$ cat src/rtl/constellation_demap.sv
// constellation_demap: hard-decision QPSK/16QAM slicer, 2-stage valid/ready pipeline
// with an accepted-symbol counter; output bit layout matches the transmit mapper.
module constellation_demap #(
  parameter int SCALE = 1,
  parameter int CNT_W = 32
) (
  input  logic             clk,
  input  logic             rst_n,
  input  logic             in_valid,
  output logic             in_ready,
  input  logic [31:0]      in_I,
  input  logic [31:0]      in_Q,
  input  logic             in_mod_type,
  output logic             out_valid,
  input  logic             out_ready,
  output logic [3:0]       out_symbol,
  output logic             out_mod_type,
  output logic [CNT_W-1:0] sym_count,
  input  logic             cnt_clear
);
  localparam logic [32:0] T = 33'(2 * SCALE);
  logic             advance;
  logic             v1_q, si_q, sq_q, m1_q;
  logic [32:0]      mi_q, mq_q, mi_d, mq_d;
  logic             ov_q, om_q;
  logic [3:0]       sym_q, sym_d;
  logic [CNT_W-1:0] cnt_q, cnt_d;
  // Magnitudes are 33 bits wide so that |-2^31| = 2^31 is representable.
  always_comb begin
    advance = !ov_q | out_ready;
    mi_d    = {1'b0, in_I[31] ? 32'(-in_I) : in_I};
    mq_d    = {1'b0, in_Q[31] ? 32'(-in_Q) : in_Q};
    sym_d   = m1_q ? {si_q, sq_q, mi_q > T, mq_q > T} : {2'b00, sq_q, si_q};
    cnt_d   = cnt_clear ? '0 : (ov_q & out_ready) ? cnt_q + CNT_W'(1) : cnt_q;
  end
  always_ff @(posedge clk or negedge rst_n)
    if (!rst_n) begin
      v1_q  <= 1'b0;
      si_q  <= 1'b0;
      sq_q  <= 1'b0;
      m1_q  <= 1'b0;
      mi_q  <= '0;
      mq_q  <= '0;
      ov_q  <= 1'b0;
      om_q  <= 1'b0;
      sym_q <= '0;
      cnt_q <= '0;
    end else begin
      cnt_q <= cnt_d;
      if (advance) begin
        v1_q  <= in_valid;
        ov_q  <= v1_q;
        sym_q <= sym_d;
        om_q  <= m1_q;
      end
      if (advance && in_valid) begin
        si_q <= in_I[31];
        sq_q <= in_Q[31];
        mi_q <= mi_d;
        mq_q <= mq_d;
        m1_q <= in_mod_type;
      end
    end
  assign in_ready     = advance;
  assign out_valid    = ov_q;
  assign out_symbol   = sym_q;
  assign out_mod_type = om_q;
  assign sym_count    = cnt_q;
endmodule

$ cat config.mk
export PLATFORM = sky130hd
export DESIGN_NAME = constellation_demap
export DESIGN_NICKNAME = d
export VERILOG_FILES = /design/src/rtl/constellation_demap.sv
export SDC_FILE = /design/constraint.sdc
export NUM_CORES = 1
export LEC_CHECK = 0
export CORE_MARGIN = 8
export CORE_UTILIZATION = 45
export DETAILED_ROUTE_END_ITERATION = 16
export GPL_ROUTABILITY_DRIVEN = 0
export PLACE_DENSITY = 0.71
export SLEW_MARGIN = 0
export SYNTH_ARGS = -nofsm -noshare
export SYNTH_HDL_FRONTEND = slang
export SYNTH_SLANG_ARGS = --single-unit
$ cat constraint.sdc
create_clock -name clk -period 2.45 [get_ports clk]
set_input_delay 0.49 -clock clk [delete_from_list [all_inputs] [get_ports clk]]
set_output_delay 0.49 -clock clk [all_outputs]
set_load 0.02 [all_outputs]
# Word level (Yosys, flattened, before mapping)

Cells that the tools add are included.

Bits in registers: 106
Input bits: 70
Output and inout bits: 39
Word-level logic and storage cells: 25

Add/subtract/negate cells: 3
Order comparisons: 2
Mux-type cells: 5
Bitwise gates (word level): 2
Reductions and logical operators: 3

Operators with widths:

| kind                    | count |
|---|---|
| $mux W32                | 4 |
| $gt A32 B2 Y1 const B   | 2 |
| $neg A32 Y32            | 2 |
| $add A32 B1 Y32 const B | 1 |
| $mux W4                 | 1 |
| $reduce_bool A2 Y1      | 1 |
| $and A1 B1 Y1           | 1 |
| $logic_and A1 B1 Y1     | 1 |
| $logic_not A1 Y1        | 1 |
| $or A1 B1 Y1            | 1 |

# Longest topological paths before layout

Gate-level depths: netlist of the first run.

Depth in word-level cells: 3
Mapped depth: 8
Gate-level depth less buffers: 7

# Worst setup path after synthesis of the first run

OpenSTA, ideal clock, no wires.

Path kind: input port to flip-flop
Start point: input in_I[14]
End point: register mi_q[26]
Data arrival time: 2,147 ps
Required time: 2,320 ps
Setup slack: 173 ps
Stages: 7
Path buffers: 2
Path through: or4_1 > or3_1 > buf_6 > buf_8 > o41ai_2 > xor2_1 > o21ai_1

Word-level cells in the longest chain between the ends: 2

Ends and longest elaborated chain:

| item                   | line | RTL |
|---|---|---|
| start: declaration     | 11   | `input logic [31:0] in_I,` |
| $neg A32 Y32           | 31   | `mi_d = {1'b0, in_I[31] ? 32'(-in_I) : in_I};` |
| $mux W32               | 31   |  |
| end signal: assignment | 59   | `mi_q <= mi_d;` |
| end: declaration       | 24   | `logic [32:0] mi_q, mq_q, mi_d, mq_d;` |

No other way between the ends.
A chain may end at the register's enable or synchronous reset.

# Worst setup path after layout of the first run

Start point: input in_I[14]
End point: register mi_q[19]

The elaborated chain is that of the path after synthesis.

==> impl_metrics.ini, run 1 <==
[worst_setup_path]
ff2ff_path_depth = 7
crit_fanout = 14
r2r_end = mi_q[28]
crit_slowest_cell = or4_1
cp.arrival_ps = 2660
max_stage_delay_ps = 560
startpoint_type = input port
critPathCaptureType = flop
r2r_start = out_valid
crit_type = input port to flop
crit_chain = clkdlybuf4s50_1 -> or4_1 -> or3_1 -> buf_4 -> o41ai_2 -> xor2_1 -> o21ai_0
ff2ff_setup_slack_ps = 540
crit_required_ps = 2680

[power_and_ir_drop]
vdd_drop_max_v = 0.000360
leakagePower_nw = 3.37
clock_power_share_pct = 32.9
p_seq_share_pct = 47.9
p_switching_w = 0.00122
p_per_area_nw_per_um2 = 552
p_int_w = 0.00318
switching_share_pct = 27.8
comb_power_share_pct = 19.2

[clocking]
cts_buffers = 9
cts_tree = built
cts_root_buffer = clkbuf_16
cts_sinks = 106
htreeDepth = 3
clkTransAtPathRegs_ps = 70
clk_latency_ps = 350
clock_path_buffers = 2

[synth]
synth.net_count = 702
synth_top_cell_by_area = dfrtp_1
synth_cell_types = 45
synth_enable_flop_cells = 0
synth_warnings = 0
ys_ff_latch = 106
syn_area_um2 = 5760
netlist_instances = 629
async_flop_share_pct = 100
avgSynthCellArea_um2 = 9.16
synthTopCellsByArea = dfrtp_1 46%, xor2_1 11%, nand2_1 6.4%, o21ai_0 6.3%, nor2_1 2.7%
synthFlopType = dfrtp_1
synth_seq_area_share_pct = 46.0
synth_top_area_share_pct = 46.0

[drt]
vias_per_cell = 5.45
routed_wl_mm = 15.3
first_pass_iters = 5
drc = 0
ant_nets = 0
avgRoutedWirePerCell_um = 15.6
dr_total_vias = 5357
first_iter_violations = 337

[global_route]
antenna_found_initial = 0
grt-ovfl-total = 0
grt_pass1_wl_mm = 25.3
grt_pass1_vias = 5378
grt_usage_pct = 18.7
grt_max_degree = 59

[die]
fp.coreArea_um2 = 12600
ioPinCount = 109
initial_core_util_pct = 45.9
chipWidth_um = 129
dieArea_um2 = 16700
rows = 41
die_h_um = 129

[sta]
slew_headroom_pct = 66.5
finClkSkew_ps = 8.76
setup_viol = 0
fmax_mhz = 411
worstMarginPinSlew_ps = 496
tns_ps = 0
finalHoldViolCount = 0
setup_ws_ps = 14.4
finalCritPeriodShare_pct = 99.4
holdWs_ps = 454
drv_slew = 0
rsz0062_at_grt = yes
min_period_ps = 2440

[outcome]
outcome = complete, no violations

[worst_hold_path]
worstHoldEndpoint = out_valid
hold_path.class = flop to flop
whs_path_depth = 1
hp-start = v1_q

[final_layout]
num_antenna_cells = 0
final_cell_mix = 106 x clkdlybuf4s50_1, 106 x dfrtp_1, 97 x nand2_1, 85 x buf_4, 74 x xor2_1
final_util_pct = 63.4
nets = 879
fin_cells = 983
synthToLayoutAreaGrowth_pct = 38.2
drive_gt1_share_pct = 15.3

[run]
maxCapViolCount = 0

[place]
io_buffers = 108
dp_hpwl_mm = 12.0
placed_cells_incl_taps = 966
dp_slack_ps = -392
==> power by group through the flow <==
stage               registers (W)  clock network [W]  logic, W
global route              0.00214            0.00155  0.000944
floorplan                 0.00213                  0  0.000385
detailed placement        0.00214                  0  0.000846
finish                    0.00211            0.00145  0.000845
CTS                       0.00211            0.00148  0.000852
global placement          0.00213                  0  0.000815
==> cell type report <==
type	instances	area [um2]
Clock buffer	10	229
Multi-Input combinational cell	485	2990
Fill cell	1051	4600
Clock inverter	6	65.1
Inverter	8	30.0
Sequential cell	106	2650
Tap cell	172	215
Timing Repair Buffer	196	1780
==> critical path: cells and delay by family <==
family	cells	cell delay (ps)
simple gates	2	890
buf+inv	2	650
compound gates	2	470
xor+xnor	1	160
==> flip-flops by register name, summed over array words and instances (netlist names) <==
| register | flops |
|---|---|
| m1_q | 1 |
| mi_q | 32 |
| mq_q | 32 |
| out_mod_type | 1 |
| out_symbol | 4 |
| out_valid | 1 |
| si_q | 1 |
| sq_q | 1 |
| sym_count | 32 |
| v1_q | 1 |
==> routing by layer <==
metal	track usage, %	vias up	routed length (um)
met3	3.16	27	784
met5	0	-	0
met1	24.4	2559	6980
li1	-	2618	-
met2	30.3	153	7270
met4	7.60	0	295
==> timing repair <==
item	in CTS	in global routing
endpoints found under the setup margin	2	7
gates cloned	0	0
hold buffers	1	0
buffers inserted	0	0
gates resized for setup	2	5
hold endpoints to repair	8	0
==> cells in the mapped netlist, types with 3 or more instances <==
| master | n |
|---|---|
| a21oi_1 | 6 |
| nand4_1 | 21 |
| buf_1 | 9 |
| o41ai_2 | 5 |
| o21ai_0 | 73 |
| nor3_1 | 13 |
| o41ai_1 | 14 |
| and3_1 | 10 |
| or4_1 | 10 |
| nor2_1 | 42 |
| o21ai_1 | 5 |
| mux2i_1 | 3 |
| or3_1 | 12 |
| nand2_1 | 98 |
| nand3_1 | 17 |
| ha_1 | 3 |
| inv_1 | 7 |
| clkbuf_1 | 18 |
| or2_2 | 6 |
| o31ai_1 | 16 |
| nor4_1 | 20 |
| xnor2_1 | 8 |
| dfrtp_1 | 106 |
| nor4b_1 | 3 |
| and4_1 | 3 |
| xor2_1 | 74 |
==> worst max path at each step <==
stage / from / end / cells after the start
floorplan: in_I[14] / mi_q[26] / 7
finish: in_I[14] / mi_q[19] / 7
global route: in_I[14] / mi_q[30] / 7
CTS: in_I[14] / mi_q[20] / 7
detailed placement: in_I[14] / mi_q[21] / 7
global placement: in_I[14] / mi_q[20] / 7
==> kinds of logic (layout without fill, tap and decap cells) <==
group	Yosys count	after routing	share of synthesized area, %
adder cells (fa/ha/maj)	3	3	0.651
XOR/XNOR	82	82	12.5
multiplexers	4	4	0.716
flip-flops	106	106	46.0
buffers and inverters	38	220	2.82
AO/OA/AOI/OAI	129	129	14.3
AND/OR/NAND/NOR	267	267	23.0
==> stage by stage <==
stage	area, um2	power [W]
3_3_place_gp	7620	0.00294
5_1_grt	7970	0.00463
4_1_cts	7940	0.00444
3_5_place_dp	7620	0.00299
6_report	7970	0.00440
2_1_floorplan	5760	0.00251
Power figures use the tool's default switching activity.
==> run 2: changes to the inputs <==
CELL_PAD_IN_SITES_DETAIL_PLACEMENT = 0   (was unset)
CELL_PAD_IN_SITES_GLOBAL_PLACEMENT = 1   (was unset)
CORE_UTILIZATION = 40   (was 45)
PLACE_DENSITY = 0.89   (was 0.71)
==> impl_metrics.ini, run 2 (synthesized netlist as in run 1, its figures left out) <==
[final_layout]
nets = 892
fill_cells = 1293
fin_cells = 1008
num_antenna_cells = 0
synthToLayoutAreaGrowth_pct = 40.4
drive_gt1_share_pct = 16.7
final_cell_mix = 106 x clkdlybuf4s50_1, 106 x dfrtp_1, 97 x nand2_1, 97 x buf_4, 74 x xor2_1

[clocking]
clock_path_buffers = 2
cts_tree = built
htreeDepth = 3
cts_root_buffer = clkbuf_16
cts_resized = 0
hold_buffers = 0
cts_sinks = 106
clkTransAtPathRegs_ps = 70
cts_setup_buffers = 0
cts_buffers = 9
clk_latency_ps = 340

[global_route]
grt_pass1_vias = 5511
grt-ovfl-total = 0
antenna_found_initial = 0
grt_pass1_wl_mm = 26.4
grt_max_degree = 44
grt_usage_pct = 17.4

[sta]
tns_ps = 0
drv_slew = 0
slew_headroom_pct = 61.8
fmax_mhz = 415
holdWs_ps = 137
finalHoldViolCount = 0
finClkSkew_ps = 7.27
finalCritPeriodShare_pct = 98.3
rsz0062_at_grt = no
worstMarginPinSlew_ps = 573
min_period_ps = 2410
setup_viol = 0

[worst_setup_path]
critPathCaptureType = flop
r2r_start = sym_count[6]
cp.arrival_ps = 2630
critPathLaunch = in_I[14]
crit_required_ps = 2670
crit_type = input port to flop
ff2ff_path_depth = 5
ff2ff_setup_slack_ps = 500
r2r_end = sym_count[31]
crit_fanout = 5
startpoint_type = input port
crit_chain = clkdlybuf4s50_1 -> or4_4 -> or3_4 -> buf_4 -> o41ai_2 -> xor2_1 -> o21ai_1
max_stage_delay_ps = 550
crit_slowest_cell = or4_4

[power_and_ir_drop]
p_per_area_nw_per_um2 = 535
clock_power_share_pct = 30.9
vdd_drop_max_v = 0.000377
leakagePower_nw = 3.44
p_seq_share_pct = 48.8
switching_share_pct = 27.8
p_int_w = 0.00312
p_switching_w = 0.00121
comb_power_share_pct = 20.4

[drt]
routed_wl_mm = 16.0
vias_per_cell = 5.40
dr_total_vias = 5441
avgRoutedWirePerCell_um = 15.8
first_iter_violations = 351
drc = 0
first_pass_iters = 5
ant_nets = 0

[run]
maxCapViolCount = 0

[worst_hold_path]
hold_path.class = input port to async pin

[die]
ioPinCount = 109
die_h_um = 136
rows = 44
initial_core_util_pct = 40.3
chipWidth_um = 136
fp.coreArea_um2 = 14300
dieArea_um2 = 18500

[place]
placed_cells_incl_taps = 992
dp_hpwl_mm = 12.5
io_buffers = 108

[outcome]
outcome = complete, no violations
run 2: cell types whose count changed in the layout (fill, tap and decap cells not counted), sizes merged:
| cell | before | now |
|---|---|---|
| dlygate4sd3 | 1 | 0 |
| clkinvlp | 1 | 3 |
| clkinv | 3 | 2 |
| buf | 88 | 102 |
| bufinv | 1 | 0 |
| inv | 9 | 7 |
| clkbuf | 10 | 12 |
run 2: per-stage QoR:
step,cell area (um2),utilization [%],worst slack [ps],total power [W]
2_1_floorplan,5760,-,173,0.00251
3_3_place_gp,7760,54.2,-317,0.00298
3_5_place_dp,7760,54.2,-349,0.00302
4_1_cts,8030,56.1,3.47,0.00437
5_1_grt,8090,56.5,1.20,0.00456
6_report,8090,56.5,40.6,0.00433
run 2: critical path, delay by kind of cell:
family	cells	cell delay [ps]
AND/OR/NAND/NOR	2	930
buffers and inverters	2	610
AO/OA/AOI/OAI	2	410
XOR/XNOR	1	190
run 2: worst max path at each step:
| stage | end | slack (ps) | cells past startpoint |
|---|---|---|---|
| after floorplan | mi_q[26] | 170 | 7 |
| after global placement | mi_q[26] | -320 | 7 |
| after detailed placement | mi_q[25] | -350 | 7 |
| after CTS | mi_q[26] | 3 | 7 |
| after global routing | mi_q[25] | 1 | 7 |
| final | mi_q[30] | 40 | 7 |
run 2: area by class of cell:
cell class                 instances  area, um2  share of cell area, %
multi-input combinational        485       3010                   37.2
sequential                       106       2650                   32.8
timing repair buffer             209       1890                   23.4
clock buffer                      12        246                   3.05
tap                              184        230                   2.84
inverter                           8       30.0                  0.371
clock inverter                     4       27.5                  0.340
run 2: power by group through the flow:
stage / Sequential, W / Clock, W / Combinational [W]
floorplan: 0.00213 / 0 / 0.000385
detailed placement: 0.00214 / 0 / 0.000881
finish: 0.00211 / 0.00134 / 0.000881
CTS: 0.00211 / 0.00137 / 0.000884
global route: 0.00214 / 0.00144 / 0.000980
global placement: 0.00213 / 0 / 0.000846
run 2: metal layers:
layer,wire length (um),vias up,GRT usage [%]
met2,7640,168,28.0
li1,-,2638,-
met3,946,35,3.33
met1,7020,2600,22.6
met4,363,0,6.53
met5,0,-,0
